<file path="src/rtl/conv_pool_sequencer_if.sv">
// Stream, window and result signals between a conv/ReLU/maxpool layer sequencer
// and its neighbours (previous layer, conv datapath, next layer).
interface conv_pool_sequencer_if #(
    parameter int unsigned CH = 8,
    parameter int unsigned DW = 8,
    parameter int unsigned K  = 5
);
    logic                 in_valid;
    logic                 in_ready;
    logic [CH*DW-1:0]     in_data;
    logic [CH*K*DW-1:0]   win_data;
    logic                 conv_start;
    logic                 conv_valid;
    logic [CH*DW-1:0]     conv_data;
    logic                 out_valid;
    logic                 out_ready;
    logic [CH*DW-1:0]     out_data;

    modport master (
        input  in_valid, in_data, conv_valid, conv_data, out_ready,
        output in_ready, win_data, conv_start, out_valid, out_data
    );

    modport slave (
        output in_valid, in_data, conv_valid, conv_data, out_ready,
        input  in_ready, win_data, conv_start, out_valid, out_data
    );
endinterface

</file>
<file path="src/rtl/conv_pool_sequencer.sv">
// Layer controller: per-lane K-tap sliding window with tail padding, handoff to an
// external conv datapath, ReLU, POOL-wide max-pooling and a valid/ready result stream.
module conv_pool_sequencer #(
    parameter int unsigned CH     = 8,
    parameter int unsigned DW     = 8,
    parameter int unsigned K      = 5,
    parameter int unsigned POOL   = 5,
    parameter int unsigned IN_LEN = 100,
    parameter int unsigned PAD    = 4
) (
    input  logic                  clk,
    input  logic                  rst,
    input  logic                  start,
    output logic                  busy,
    output logic                  done,
    conv_pool_sequencer_if.master bus
);
    localparam int unsigned N_CONV = IN_LEN + PAD - K + 1;
    localparam int unsigned SW     = $clog2(IN_LEN + PAD + 1);
    localparam int unsigned PW     = $clog2(POOL + 1);
    localparam int unsigned CW     = $clog2(N_CONV + 1);
    localparam int unsigned VW     = CH * DW;
    localparam int unsigned WW     = CH * K * DW;

    typedef enum logic [2:0] {S_IDLE, S_LOAD, S_CONV, S_EMIT, S_DONE} state_t;

    state_t          state_q, state_d;
    logic [SW-1:0]   shifts_q, shifts_d, shifts_inc;
    logic [PW-1:0]   pcnt_q, pcnt_d, pcnt_inc;
    logic [CW-1:0]   ncv_q, ncv_d, ncv_inc;
    logic [WW-1:0]   win_q, win_d, win_shift;
    logic [VW-1:0]   pool_q, pool_d, pool_upd;
    logic [VW-1:0]   out_data_q, out_data_d;
    logic            in_ready_q, in_ready_d;
    logic            conv_start_q, conv_start_d;
    logic            out_valid_q, out_valid_d;
    logic            busy_q, busy_d;
    logic            done_q, done_d;
    logic            feed_real, shift_en;
    logic signed [DW-1:0] lane_res, lane_relu, lane_pool;

    assign shifts_inc = shifts_q + SW'(1);
    assign pcnt_inc   = pcnt_q + PW'(1);
    assign ncv_inc    = ncv_q + CW'(1);
    assign feed_real  = shifts_q < SW'(IN_LEN);

    // Each lane's taps age by one; tap 0 takes the new sample, or zero once padding.
    always_comb begin
        win_shift = '0;
        for (int unsigned c = 0; c < CH; c++) begin
            for (int unsigned t = 1; t < K; t++) begin
                win_shift[(c*K+t)*DW +: DW] = win_q[(c*K+t-1)*DW +: DW];
            end
            win_shift[c*K*DW +: DW] = feed_real ? bus.in_data[c*DW +: DW] : '0;
        end
    end

    // ReLU the conv result and fold it into the running per-lane maximum.
    always_comb begin
        pool_upd  = '0;
        lane_res  = '0;
        lane_relu = '0;
        lane_pool = '0;
        for (int unsigned c = 0; c < CH; c++) begin
            lane_res  = $signed(bus.conv_data[c*DW +: DW]);
            lane_relu = lane_res[DW-1] ? '0 : lane_res;
            lane_pool = $signed(pool_q[c*DW +: DW]);
            pool_upd[c*DW +: DW] = (pcnt_q == '0 || lane_relu > lane_pool) ? lane_relu : lane_pool;
        end
    end

    always_ff @(posedge clk) begin
        if (rst) begin
            state_q      <= S_IDLE;
            shifts_q     <= '0;
            pcnt_q       <= '0;
            ncv_q        <= '0;
            win_q        <= '0;
            pool_q       <= '0;
            out_data_q   <= '0;
            in_ready_q   <= 1'b0;
            conv_start_q <= 1'b0;
            out_valid_q  <= 1'b0;
            busy_q       <= 1'b0;
            done_q       <= 1'b0;
        end else begin
            state_q      <= state_d;
            shifts_q     <= shifts_d;
            pcnt_q       <= pcnt_d;
            ncv_q        <= ncv_d;
            win_q        <= win_d;
            pool_q       <= pool_d;
            out_data_q   <= out_data_d;
            in_ready_q   <= in_ready_d;
            conv_start_q <= conv_start_d;
            out_valid_q  <= out_valid_d;
            busy_q       <= busy_d;
            done_q       <= done_d;
        end
    end

    always_comb begin
        state_d      = state_q;
        shifts_d     = shifts_q;
        pcnt_d       = pcnt_q;
        ncv_d        = ncv_q;
        win_d        = win_q;
        pool_d       = pool_q;
        out_data_d   = out_data_q;
        out_valid_d  = out_valid_q;
        conv_start_d = 1'b0;
        shift_en     = 1'b0;

        case (state_q)
            S_IDLE: begin
                if (start) begin
                    state_d  = S_LOAD;
                    win_d    = '0;
                    shifts_d = '0;
                    pcnt_d   = '0;
                    ncv_d    = '0;
                    pool_d   = '0;
                end
            end
            S_LOAD: begin
                shift_en = feed_real ? (bus.in_valid && in_ready_q) : 1'b1;
                if (shift_en) begin
                    win_d    = win_shift;
                    shifts_d = shifts_inc;
                    if (shifts_inc >= SW'(K)) begin
                        state_d      = S_CONV;
                        conv_start_d = 1'b1;
                    end
                end
            end
            S_CONV: begin
                if (bus.conv_valid) begin
                    pool_d = pool_upd;
                    ncv_d  = ncv_inc;
                    if (pcnt_inc == PW'(POOL)) begin
                        pcnt_d      = '0;
                        out_data_d  = pool_upd;
                        out_valid_d = 1'b1;
                        state_d     = S_EMIT;
                    end else begin
                        pcnt_d  = pcnt_inc;
                        state_d = (ncv_inc == CW'(N_CONV)) ? S_DONE : S_LOAD;
                    end
                end
            end
            S_EMIT: begin
                if (bus.out_ready) begin
                    out_valid_d = 1'b0;
                    state_d     = (ncv_q == CW'(N_CONV)) ? S_DONE : S_LOAD;
                end
            end
            S_DONE: state_d = S_IDLE;
            default: state_d = S_IDLE;
        endcase

        in_ready_d = (state_d == S_LOAD) && (shifts_d < SW'(IN_LEN));
        busy_d     = state_d != S_IDLE;
        done_d     = state_d == S_DONE;
    end

    assign busy           = busy_q;
    assign done           = done_q;
    assign bus.in_ready   = in_ready_q;
    assign bus.win_data   = win_q;
    assign bus.conv_start = conv_start_q;
    assign bus.out_valid  = out_valid_q;
    assign bus.out_data   = out_data_q;
endmodule

</file>
<file path="src/flat_wrapper.sv">
// flat-port wrapper written by rule: the top's interface ports become plain ports
module conv_pool_sequencer_flat 
#(
    parameter int unsigned CH     = 8,
    parameter int unsigned DW     = 8,
    parameter int unsigned K      = 5,
    parameter int unsigned POOL   = 5,
    parameter int unsigned IN_LEN = 100,
    parameter int unsigned PAD    = 4
)
  (clk, rst, start, busy, done, bus_in_valid, bus_in_data, bus_conv_valid, bus_conv_data, bus_out_ready, bus_in_ready, bus_win_data, bus_conv_start, bus_out_valid, bus_out_data);
  conv_pool_sequencer_if #(.CH(CH), .DW(DW), .K(K)) bus_i ();
  input  logic clk;
  input  logic rst;
  input  logic start;
  output logic busy;
  output logic done;
  input wire logic [$bits(bus_i.in_valid)-1:0] bus_in_valid;
  input wire logic [$bits(bus_i.in_data)-1:0] bus_in_data;
  input wire logic [$bits(bus_i.conv_valid)-1:0] bus_conv_valid;
  input wire logic [$bits(bus_i.conv_data)-1:0] bus_conv_data;
  input wire logic [$bits(bus_i.out_ready)-1:0] bus_out_ready;
  output wire logic [$bits(bus_i.in_ready)-1:0] bus_in_ready;
  output wire logic [$bits(bus_i.win_data)-1:0] bus_win_data;
  output wire logic [$bits(bus_i.conv_start)-1:0] bus_conv_start;
  output wire logic [$bits(bus_i.out_valid)-1:0] bus_out_valid;
  output wire logic [$bits(bus_i.out_data)-1:0] bus_out_data;
  assign bus_i.in_valid = bus_in_valid;
  assign bus_i.in_data = bus_in_data;
  assign bus_i.conv_valid = bus_conv_valid;
  assign bus_i.conv_data = bus_conv_data;
  assign bus_i.out_ready = bus_out_ready;
  assign bus_in_ready = bus_i.in_ready;
  assign bus_win_data = bus_i.win_data;
  assign bus_conv_start = bus_i.conv_start;
  assign bus_out_valid = bus_i.out_valid;
  assign bus_out_data = bus_i.out_data;
  conv_pool_sequencer #(.CH(CH), .DW(DW), .K(K), .POOL(POOL), .IN_LEN(IN_LEN), .PAD(PAD)) u_core (.clk(clk), .rst(rst), .start(start), .busy(busy), .done(done), .bus(bus_i));
endmodule
</file>
<file path="config.mk">
export PLATFORM = sky130hd
export DESIGN_NAME = conv_pool_sequencer_flat
export DESIGN_NICKNAME = d
export VERILOG_FILES = /design/src/rtl/conv_pool_sequencer_if.sv /design/src/rtl/conv_pool_sequencer.sv /design/src/flat_wrapper.sv
export SDC_FILE = /design/constraint.sdc
export NUM_CORES = 1
export LEC_CHECK = 0
export ABC_CLOCK_PERIOD_IN_PS = 3100
export BUFFER_PORTS_ARGS = -buffer_cell sky130_fd_sc_hd__buf_2
export CAP_MARGIN = 5
export CORE_AREA = 4 4 204 206
export CTS_CLUSTER_SIZE = 16
export DETAILED_ROUTE_END_ITERATION = 7
export DIE_AREA = 0 0 208 210
export PLACE_DENSITY = 0.87
export SLEW_MARGIN = 20
export SYNTH_ARGS = -nofsm -noshare
export SYNTH_HDL_FRONTEND = slang
export SYNTH_SLANG_ARGS = --single-unit
</file>
<file path="constraint.sdc">
create_clock -name clk -period 3.1 [get_ports clk]
set_input_delay 0 -clock clk [delete_from_list [all_inputs] [get_ports clk]]
set_output_delay 0 -clock clk [all_outputs]
set_load 0.03 [all_outputs]
</file>
After elaboration in Yosys (flattened, before gate mapping)
Cells that the tools add are included.

Bits in registers: 473. Bits of input ports: 134. Output and inout bits: 389.

$add $sub $neg: 3. Order comparisons: 11. Equal/unequal tests: 13. Muxes and demuxes: 55. Bitwise gates (word level): 2. Reductions and logical operators: 21.

Operators with widths (count): two-way mux 320 bit (2); one-hot mux 320 bit (2 select lines) (1); two-way mux 64 bit (2); two-way mux 8 bit (16); one-hot mux 64 bit (2 select lines) (1); two-way mux 7 bit (12); greater-than comparator 8 bit (8); two-way mux 3 bit (11); one-hot mux 7 bit (2 select lines) (2); adder 7 x 1 -> 7 bit, second input constant (2); == test 7 bit, second input constant (2); less-than comparator 7 bit, second input constant (2); one-hot mux 3 bit (4 select lines) (1); AND reduction 3 bit (3); logical OR 1 bit (8); >= comparator 7 x 3 -> 1 bit, second input constant (1); == test 3 x 1 -> 1 bit, second input constant (2); == test 3 x 2 -> 1 bit, second input constant (2); == test 3 bit, second input constant (2); logical NOT 3 bit (2); != test 2 bit, second input constant (3); one-hot mux 3 bit (2 select lines) (1); nonzero test 2 bit (3); two-way mux 1 bit (5); 8 further kinds (11).

Depth between registers and ports, before layout
Gate-level depths: netlist of the first run.

Depth in word-level cells: 8. Gate-level depth with buffers: 11. Gate-level depth less buffers: 10.

Worst setup path before layout of the first run
Ideal clock, no wire load.

Kind: register to register. Start: register u_core.pool_q[25]. End: register u_core.pool_q[25]. Arrival time: 2.013 ns. Required time: 2.983 ns. Slack: 0.970 ns. Stages on the path, launching flop included: 11. Path buffers: 1. Clock period less this slack: 2.130 ns. Cells stage by stage: dfxtp_1 > inv_1 > ha_1 > nor2b_1 > o211ai_1 > a21oi_1 > a211oi_1 > o21ai_2 > and2_0 > clkbuf_1 > a22o_1.

Longest elaborated chain between the ends: 5.

Ends and longest elaborated chain: from (decl) (line conv_pool_sequencer.sv:32) `logic [VW-1:0] pool_q, pool_d, pool_upd;`; from (signal assigned) (line conv_pool_sequencer.sv:92) `pool_q <= pool_d;`; greater-than comparator 8 bit (line conv_pool_sequencer.sv:68) `pool_upd[c*DW +: DW] = (pcnt_q == '0 || lane_relu > lane_pool) ? lane_relu : lane_pool;`; logical OR 1 bit (line conv_pool_sequencer.sv:68); two-way mux 8 bit * (line conv_pool_sequencer.sv:68); two-way mux 64 bit * (line conv_pool_sequencer.sv:137) `if (bus.conv_valid) begin`; one-hot mux 64 bit (2 select lines) * (line conv_pool_sequencer.sv:114) `case (state_q)`.

Every way passes the cells marked *; elsewhere a longest branch is shown, timed or not. The select of a mux whose other input is x is not followed. A chain may end at the register's enable or synchronous reset.

Worst setup path in the final report of the first run
Start: register u_core.pool_q[62]. End: register u_core.pool_q[59].

Longest elaborated chain between the ends: 5.

Ends and longest elaborated chain (line): greater-than comparator 8 bit (conv_pool_sequencer.sv:68); logical OR 1 bit (conv_pool_sequencer.sv:68); two-way mux 8 bit (conv_pool_sequencer.sv:68); two-way mux 64 bit (conv_pool_sequencer.sv:137); one-hot mux 64 bit (2 select lines) (conv_pool_sequencer.sv:114).

Every way passes these cells. The select of a mux whose other input is x is not followed.

==> impl_results.md, run 1 <==
* Result of the run: completed
* Upper clock frequency limit at 0.362 GHz
* Final weighted congestion in routability-driven placement at 0.944
* Distinct cells, synth at 61
* Startpoint-to-endpoint class of the critical path: reg2reg
* Number of flops mapped to enable cells by yosys at 0
* CTS clock-pin slew for the worst setup and hold paths at 0.07 ns
* Max clock buf depth at 3
* Die W at 208 um
* Clk Latency, worst-skew pair at 0.57 ns
* Max-capacitance violation count at 0
* First-pass GRT wire length at 103000 um
* Maximum level of the CTS H-tree at 2
* Cts repair resizes at 0
* Detail Placement HPWL at 40800 um
* IO Count at 523
* Source of the critical timing path: u_core.pool_q[62]
* Final setup slack of the worst path at 0.340 ns
* Number of standard-cell rows in the floorplan at 73
* TritonCTS sink count at 473
* Final worst clock skew at 0.0165 ns
* Yosys synthesis warning count at 0
* Final setup violation count at 0
* Non-filler cells, final at 3464
* Number of global-route vias before repair at 19700
* Dominant cell type by count on the critical path: sky130_fd_sc_hd__nor2_1
* Count of cells along the worst register-to-register path at 9
* Residual DRC count at 0
* Setup repair after global routing missed its margin: false
* Maximum number of pins on one net before global-route repair at 217
* Worst hold path startpoint: bus_conv_data[9]
* Total power density per cell area at 534 mW/mm^2
* Die footprint at 0.0437 sq mm
* Clock tree from TritonCTS: done
* Sequential share of the synthesized area at 48.3%
* Wire length per cell after detailed routing at 18.8 um
* Combined flip-flop and latch cell area at 0.00947 sq mm
* Total power consumption of the routed design at 13.5 mW
* Setup Slack @ Placement at 0.629 ns
* CTS Buf Count at 48
* Sort of element at the start of the critical path: flop
* Leading cell types in the layout, fill and taps excluded: sky130_fd_sc_hd__buf_2 (521), sky130_fd_sc_hd__dfxtp_1 (473), sky130_fd_sc_hd__a21oi_1 (375), sky130_fd_sc_hd__nand2_1 (367), sky130_fd_sc_hd__nand3_1 (340)
* Hold Path Stages at 4
* Area of the multi-input gates at 0.00891 sq mm
* End point of the worst hold path: u_core.bus.out_data[9]
* Core region area at 0.0396 sq mm
* # diodes at 0
* Min Tclk post-route at 2.76 ns
* Peak ir drop on the vdd network at 0.464 mV
* Period Utilization, post-route at 89.0%
* Via total after detailed routing at 20300
* Syn nets at 2554
* Leakage power total at 10.2 nW
* Classification of the worst-slack hold path: in2reg
* 1st-iter DRT viols at 2586
* Most common library cell in the layout ignoring fill and taps: sky130_fd_sc_hd__buf_2
* Netlist area before placement at 0.0196 sq mm
* Final count of hold timing violations at 0
* Setup tns final at 0 ns
* Die Span Y at 210 um
* Main flop type after synthesis: sky130_fd_sc_hd__dfxtp_1
* Reg2Reg Capture Point: u_core.pool_q[59]
* Post-DR vias/cell at 5.87
* Area added between synthesis and finish at 28.9%
* Number of buffers added to fix hold violations after cts at 141
* Gate count of the mapped netlist at 2356
* Remaining number of nets flagged by the antenna check after routing at 0
* Total setup buffers inserted after CTS at 0
* Setup slack, reg-to-reg at 0.34 ns
* Yosys reg bits at 473
* Critical Path Sink Type: flop
* Worst slew slack as a fraction of its limit at 17.2%
* Critical-path cell with the highest stage delay: sky130_fd_sc_hd__o21ai_1
* Number of nets in the final layout at 3106
* Routed Wire Length at 65300 um
* Global route overflow at 0
* Async set-or-reset flop fraction in the synthesized netlist at 0%
* Fraction of layout instances using a drive strength above 1 at 22.2%
* R2r startpoint: u_core.pool_q[62]
* Cell at the root of the clock tree: sky130_fd_sc_hd__clkbuf_16
* Pin slew with the least headroom to its limit at 1.24 ns
* Gr usage total at 28.0%
* Count of filler cells inserted in the layout at 2919
* Max Slew Vio Count at 0
* Data required, critical path at 3.60 ns
* Initial antenna violation count at 0
* Slowest stage delay, CP at 0.52 ns
* Count of port buffers added during placement at 522
* Placed Cells incl. Taps at 3242
* Average size of a mapped cell at 8.33 sq um
* Crit path max fanout at 16
* Data arrival time of the critical path at 3.26 ns
* Hold_ws at 0.0649 ns
* Starting density of the core at 49.5%
* Sequence of cells on the critical path: inv_1 > ha_1 > nand3_1 > nor2_1 > nor2_1 > nor3_1 > o31ai_4 > o21ai_1 > a32o_1
* Pre-antenna DRT Iters at 6
[kinds of logic after synthesis]
logic type	count (synthesis)	share of synthesized area [%]
xor gates and xnor gates	8	0.357
muxes	19	1.00
and+or+nand+nor	976	22.7
DFF	473	48.3
adders and majority gates	64	4.08
buffers and inverters	254	6.48
AOI/OAI and AO/OA	562	17.2
[how the worst max path moves through the flow]
stage | to | cells after the start
6_report | u_core.pool_q[59] | 9
5_1_grt | u_core.pool_q[59] | 9
4_1_cts | u_core.state_q[1] | 9
3_5_place_dp | u_core.bus.in_ready | 9
3_3_place_gp | u_core.pool_q[59] | 9
2_1_floorplan | u_core.pool_q[25] | 10
[cell type report]
class | instances | area share (%)
flip-flops and latches | 473 | 37.4
multi-input cells | 1629 | 35.2
repair buffers | 691 | 17.4
clock buffers | 67 | 5.67
well taps | 525 | 2.60
inverters | 65 | 0.964
clock inverters | 14 | 0.757
[cell usage after synthesis (12+ instances only)]
| cell | count | area, sq um |
|---|---|---|
| sky130_fd_sc_hd__ha_1 | 64 | 801 |
| sky130_fd_sc_hd__buf_2 | 39 | 195 |
| sky130_fd_sc_hd__nand3_1 | 340 | 1700 |
| sky130_fd_sc_hd__a211oi_1 | 52 | 390 |
| sky130_fd_sc_hd__buf_6 | 31 | 349 |
| sky130_fd_sc_hd__nand2_1 | 368 | 1380 |
| sky130_fd_sc_hd__dfxtp_1 | 473 | 9470 |
| sky130_fd_sc_hd__and2_1 | 14 | 87.6 |
| sky130_fd_sc_hd__nand2b_1 | 12 | 75.1 |
| sky130_fd_sc_hd__buf_1 | 15 | 56.3 |
| sky130_fd_sc_hd__inv_1 | 65 | 244 |
| sky130_fd_sc_hd__mux2i_1 | 14 | 140 |
| sky130_fd_sc_hd__o21ai_0 | 17 | 85.1 |
| sky130_fd_sc_hd__clkbuf_1 | 100 | 375 |
| sky130_fd_sc_hd__a32o_1 | 36 | 360 |
| sky130_fd_sc_hd__nor2_1 | 133 | 499 |
| sky130_fd_sc_hd__nor2b_1 | 61 | 382 |
| sky130_fd_sc_hd__a22o_1 | 13 | 114 |
| sky130_fd_sc_hd__a21oi_1 | 375 | 1880 |
[critical path, delay by kind of cell, from the launching register on]
| kind | cells | cell delay [ns] |
|---|---|---|
| AOI/OAI and AO/OA | 3 | 1.03 |
| and+or+nand+nor | 4 | 0.91 |
| DFF | 1 | 0.39 |
| adders and majority gates | 1 | 0.30 |
| buffers and inverters | 1 | 0.06 |
[power breakdown]
group | switching (mW) | internal, mW | total [mW]
combinational | 0.928 | 0.439 | 1.37
clock | 2.42 | 3.55 | 5.97
sequential | 0.0482 | 6.13 | 6.17
total | 3.40 | 10.1 | 13.5
[state kept, by name, summed over array words and instances, names as in the netlist, 3 cells and up]
register and count:
u_core.bus.out_data 64, u_core.pool_q 64, u_core.shifts_q 7, u_core.ncv_q 7, u_core.state_q 3, u_core.bus.win_data 320
u_core.pcnt_q 3
[through the flow]
step                      cell area, sq um  util, %
final                                25300     63.8
after floorplan                      19600        -
after CTS                            25300     63.8
after global routing                 25300     63.8
after global placement               22300     56.2
after detailed placement             22300     56.2
[metal layers]
metal / GRT usage, % / vias to the layer above / routed length (um)
met5: 0 / - / 0
met3: 4.67 / 274 / 5350
met1: 34.0 / 9561 / 24400
li1: - / 9253 / -
met2: 47.9 / 1235 / 31800
met4: 15.0 / 0 / 3660
No activity file was read; power rests on OpenSTA's default activity.
==> run 2, diff against run 1 <==
--- a/config.mk
+++ b/config.mk
@@ -12,7 +12,7 @@
 export CTS_CLUSTER_SIZE = 16
 export DETAILED_ROUTE_END_ITERATION = 7
 export DIE_AREA = 0 0 208 210
-export PLACE_DENSITY = 0.87
+export PLACE_DENSITY_LB_ADDON = 0.15
 export SLEW_MARGIN = 20
 export SYNTH_ARGS = -nofsm -noshare
 export SYNTH_HDL_FRONTEND = slang
==> run 2 against run 1 <==
Clock-buffer cell count rose by 9. Routed wire length decreased by 4.5%. Global-route usage is 1.4 points lower. Critical path depth up 1. Sequential power is essentially flat. Worst setup slack got worse by 0.067 ns. Register-to-register slack got worse by 0.07 ns. Critical path type unchanged. Largest cell class unchanged. Largest power group is now the clock network.
==> impl_results.md, run 2 (same netlist as run 1, synthesis figures left out) <==
* Routed Wire Length at 62300 um
* Clk Latency, worst-skew pair at 0.58 ns
* Global route overflow at 0
* Final worst clock skew at 0.0152 ns
* Final weighted congestion in routability-driven placement at 0.865
* CTS clock-pin slew for the worst setup and hold paths at 0.06 ns
* Pre-antenna DRT Iters at 6
* Period Utilization, post-route at 91.2%
* Hold Path Stages at 5
* Area of the multi-input gates at 0.00892 sq mm
* Final count of hold timing violations at 0
* Min Tclk post-route at 2.83 ns
* Number of nets in the final layout at 3118
* CTS Buf Count at 51
* Total power density per cell area at 548 mW/mm^2
* Area added between synthesis and finish at 30.4%
* Max Slew Vio Count at 0
* Die W at 208 um
* IO Count at 523
* Gr usage total at 26.6%
* Core region area at 0.0396 sq mm
* Number of standard-cell rows in the floorplan at 73
* Initial antenna violation count at 3
* Data arrival time of the critical path at 3.27 ns
* Crit path max fanout at 7
* Count of cells along the worst register-to-register path at 10
* Fraction of layout instances using a drive strength above 1 at 22.2%
* Pin slew with the least headroom to its limit at 0.919 ns
* First-pass GRT wire length at 97400 um
* Peak ir drop on the vdd network at 0.432 mV
* Wire length per cell after detailed routing at 17.9 um
* Count of port buffers added during placement at 522
* Startpoint-to-endpoint class of the critical path: reg2reg
* Sort of element at the start of the critical path: flop
* Starting density of the core at 49.5%
* Slowest stage delay, CP at 0.62 ns
* Worst hold path startpoint: start
* Leakage power total at 10.4 nW
* R2r startpoint: u_core.shifts_q[0]
* Reg2Reg Capture Point: u_core.bus.in_ready
* TritonCTS sink count at 473
* Via total after detailed routing at 19200
* Critical-path cell with the highest stage delay: sky130_fd_sc_hd__dlygate4sd3_1
* 1st-iter DRT viols at 1811
* Clock tree from TritonCTS: done
* Final setup violation count at 0
* Count of filler cells inserted in the layout at 3444
* Die Span Y at 210 um
* Setup tns final at 0 ns
* Maximum level of the CTS H-tree at 2
* Flip-flop count of the largest register, all copies and words added at 320
* Detail Placement HPWL at 41200 um
* Setup repair after global routing missed its margin: false
* Die footprint at 0.0437 sq mm
* Cell at the root of the clock tree: sky130_fd_sc_hd__clkbuf_16
* Total power consumption of the routed design at 14.0 mW
* Post-DR vias/cell at 5.50
* Critical Path Sink Type: flop
* Residual DRC count at 0
* Maximum number of pins on one net before global-route repair at 180
* Setup slack, reg-to-reg at 0.27 ns
* Remaining number of nets flagged by the antenna check after routing at 0
* Most common library cell in the layout ignoring fill and taps: sky130_fd_sc_hd__buf_2
* Sequence of cells on the critical path: inv_1 > ha_1 > nor3b_1 > a21oi_1 > o21ai_2 > a21oi_2 > a211oi_2 > dlygate4sd3_1 > nand2_1 > a2111oi_1
* Worst slew slack as a fraction of its limit at 38.7%
* Finished Core Util at 64.6%
* Leading cell types in the layout, fill and taps excluded: sky130_fd_sc_hd__buf_2 (521), sky130_fd_sc_hd__dfxtp_1 (473), sky130_fd_sc_hd__a21oi_1 (375), sky130_fd_sc_hd__nand2_1 (367), sky130_fd_sc_hd__nand3_1 (340)
* End point of the worst hold path: u_core.ncv_q[0]
* Number of global-route vias before repair at 18100
* Total setup buffers inserted after CTS at 0
* Combined flip-flop and latch cell area at 0.00947 sq mm
* Classification of the worst-slack hold path: in2reg
* Data required, critical path at 3.54 ns
* Upper clock frequency limit at 0.354 GHz
* Max-capacitance violation count at 0
* Max clock buf depth at 3
* Result of the run: completed
## run 2: cell types whose count changed in the layout (fill, tap and decap cells not counted), moves of 2 or more
| cell | change |
|---|---|
| sky130_fd_sc_hd__buf_4 | -2 |
| sky130_fd_sc_hd__bufinv_16 | +3 |
| sky130_fd_sc_hd__clkbuf_1 | +5 |
| sky130_fd_sc_hd__clkbuf_16 | +4 |
| sky130_fd_sc_hd__clkinv_2 | +4 |
| sky130_fd_sc_hd__clkinvlp_4 | -2 |
| sky130_fd_sc_hd__diode_2 | +2 |
| sky130_fd_sc_hd__dlygate4sd3_1 | +12 |
| sky130_fd_sc_hd__inv_6 | -3 |
## run 2: how the worst max path moves through the flow
| stage | depth (start not counted) | to | from | slack, ns |
|---|---|---|---|---|
| final | 10 | u_core.bus.in_ready | u_core.shifts_q[0] | 0.27 |
| after detailed placement | 9 | u_core.pool_q[61] | u_core.pool_q[57] | 0.56 |
| after global routing | 10 | u_core.bus.in_ready | u_core.shifts_q[0] | 0.04 |
| after floorplan | 10 | u_core.pool_q[25] | u_core.pool_q[25] | 0.97 |
| after global placement | 9 | u_core.pool_q[57] | u_core.pool_q[57] | 0.65 |
| after CTS | 10 | u_core.bus.in_ready | u_core.shifts_q[0] | 0.14 |
## run 2: power breakdown
part	switching (mW)	internal, mW
clock network	2.47	4.03
registers	0.0423	6.13
logic	0.920	0.436
## run 2: final cells by class
cell class | instances | share of cell area (%)
clock inverter | 17 | 1.05
multi-input combinational | 1629 | 34.8
clock buffer | 76 | 6.07
antenna | 2 | 0.0196
tap | 525 | 2.57
inverter | 65 | 0.953
timing repair buffer | 700 | 17.5
sequential | 473 | 37.0
## run 2: worst max-delay path, delay by kind of cell, from the launching register on
family,cells,cell delay (ns)
DFF,1,0.42
AOI/OAI and AO/OA,5,0.93
buffers and inverters,2,0.69
and+or+nand+nor,2,0.35
adders and majority gates,1,0.31
## run 2: through the flow
stage                     hold WS [ns]  std cells  area, sq um  setup WS [ns]
after floorplan                  0.152       2356        19600          0.970
after global placement           0.258       3239        22200          0.651
after detailed placement         0.262       3239        22200          0.556
after CTS                       0.0419       3485        25600          0.143
after global routing             0.124       3487        25600         0.0446
final                           0.0765       3487        25600          0.273
## run 2: per-layer routing
| metal | up-vias | share of wire, % | GRT usage, % |
|---|---|---|---|
| li1 | 9282 | - | - |
| met1 | 9081 | 42 | 33.7 |
| met2 | 691 | 48 | 44.9 |
| met3 | 120 | 6.7 | 5.46 |
| met4 | 2 | 3.6 | 10.2 |
| met5 | - | 0.021 | 0 |
## run 2: what timing repair did
| item | 4_1_cts | 5_1_grt |
|---|---|---|
| setup endpoints to repair | 0 | 1 |
| hold buffers | 153 | 0 |
| resized for setup | 0 | 2 |
| hold endpoints to repair | 216 | 0 |
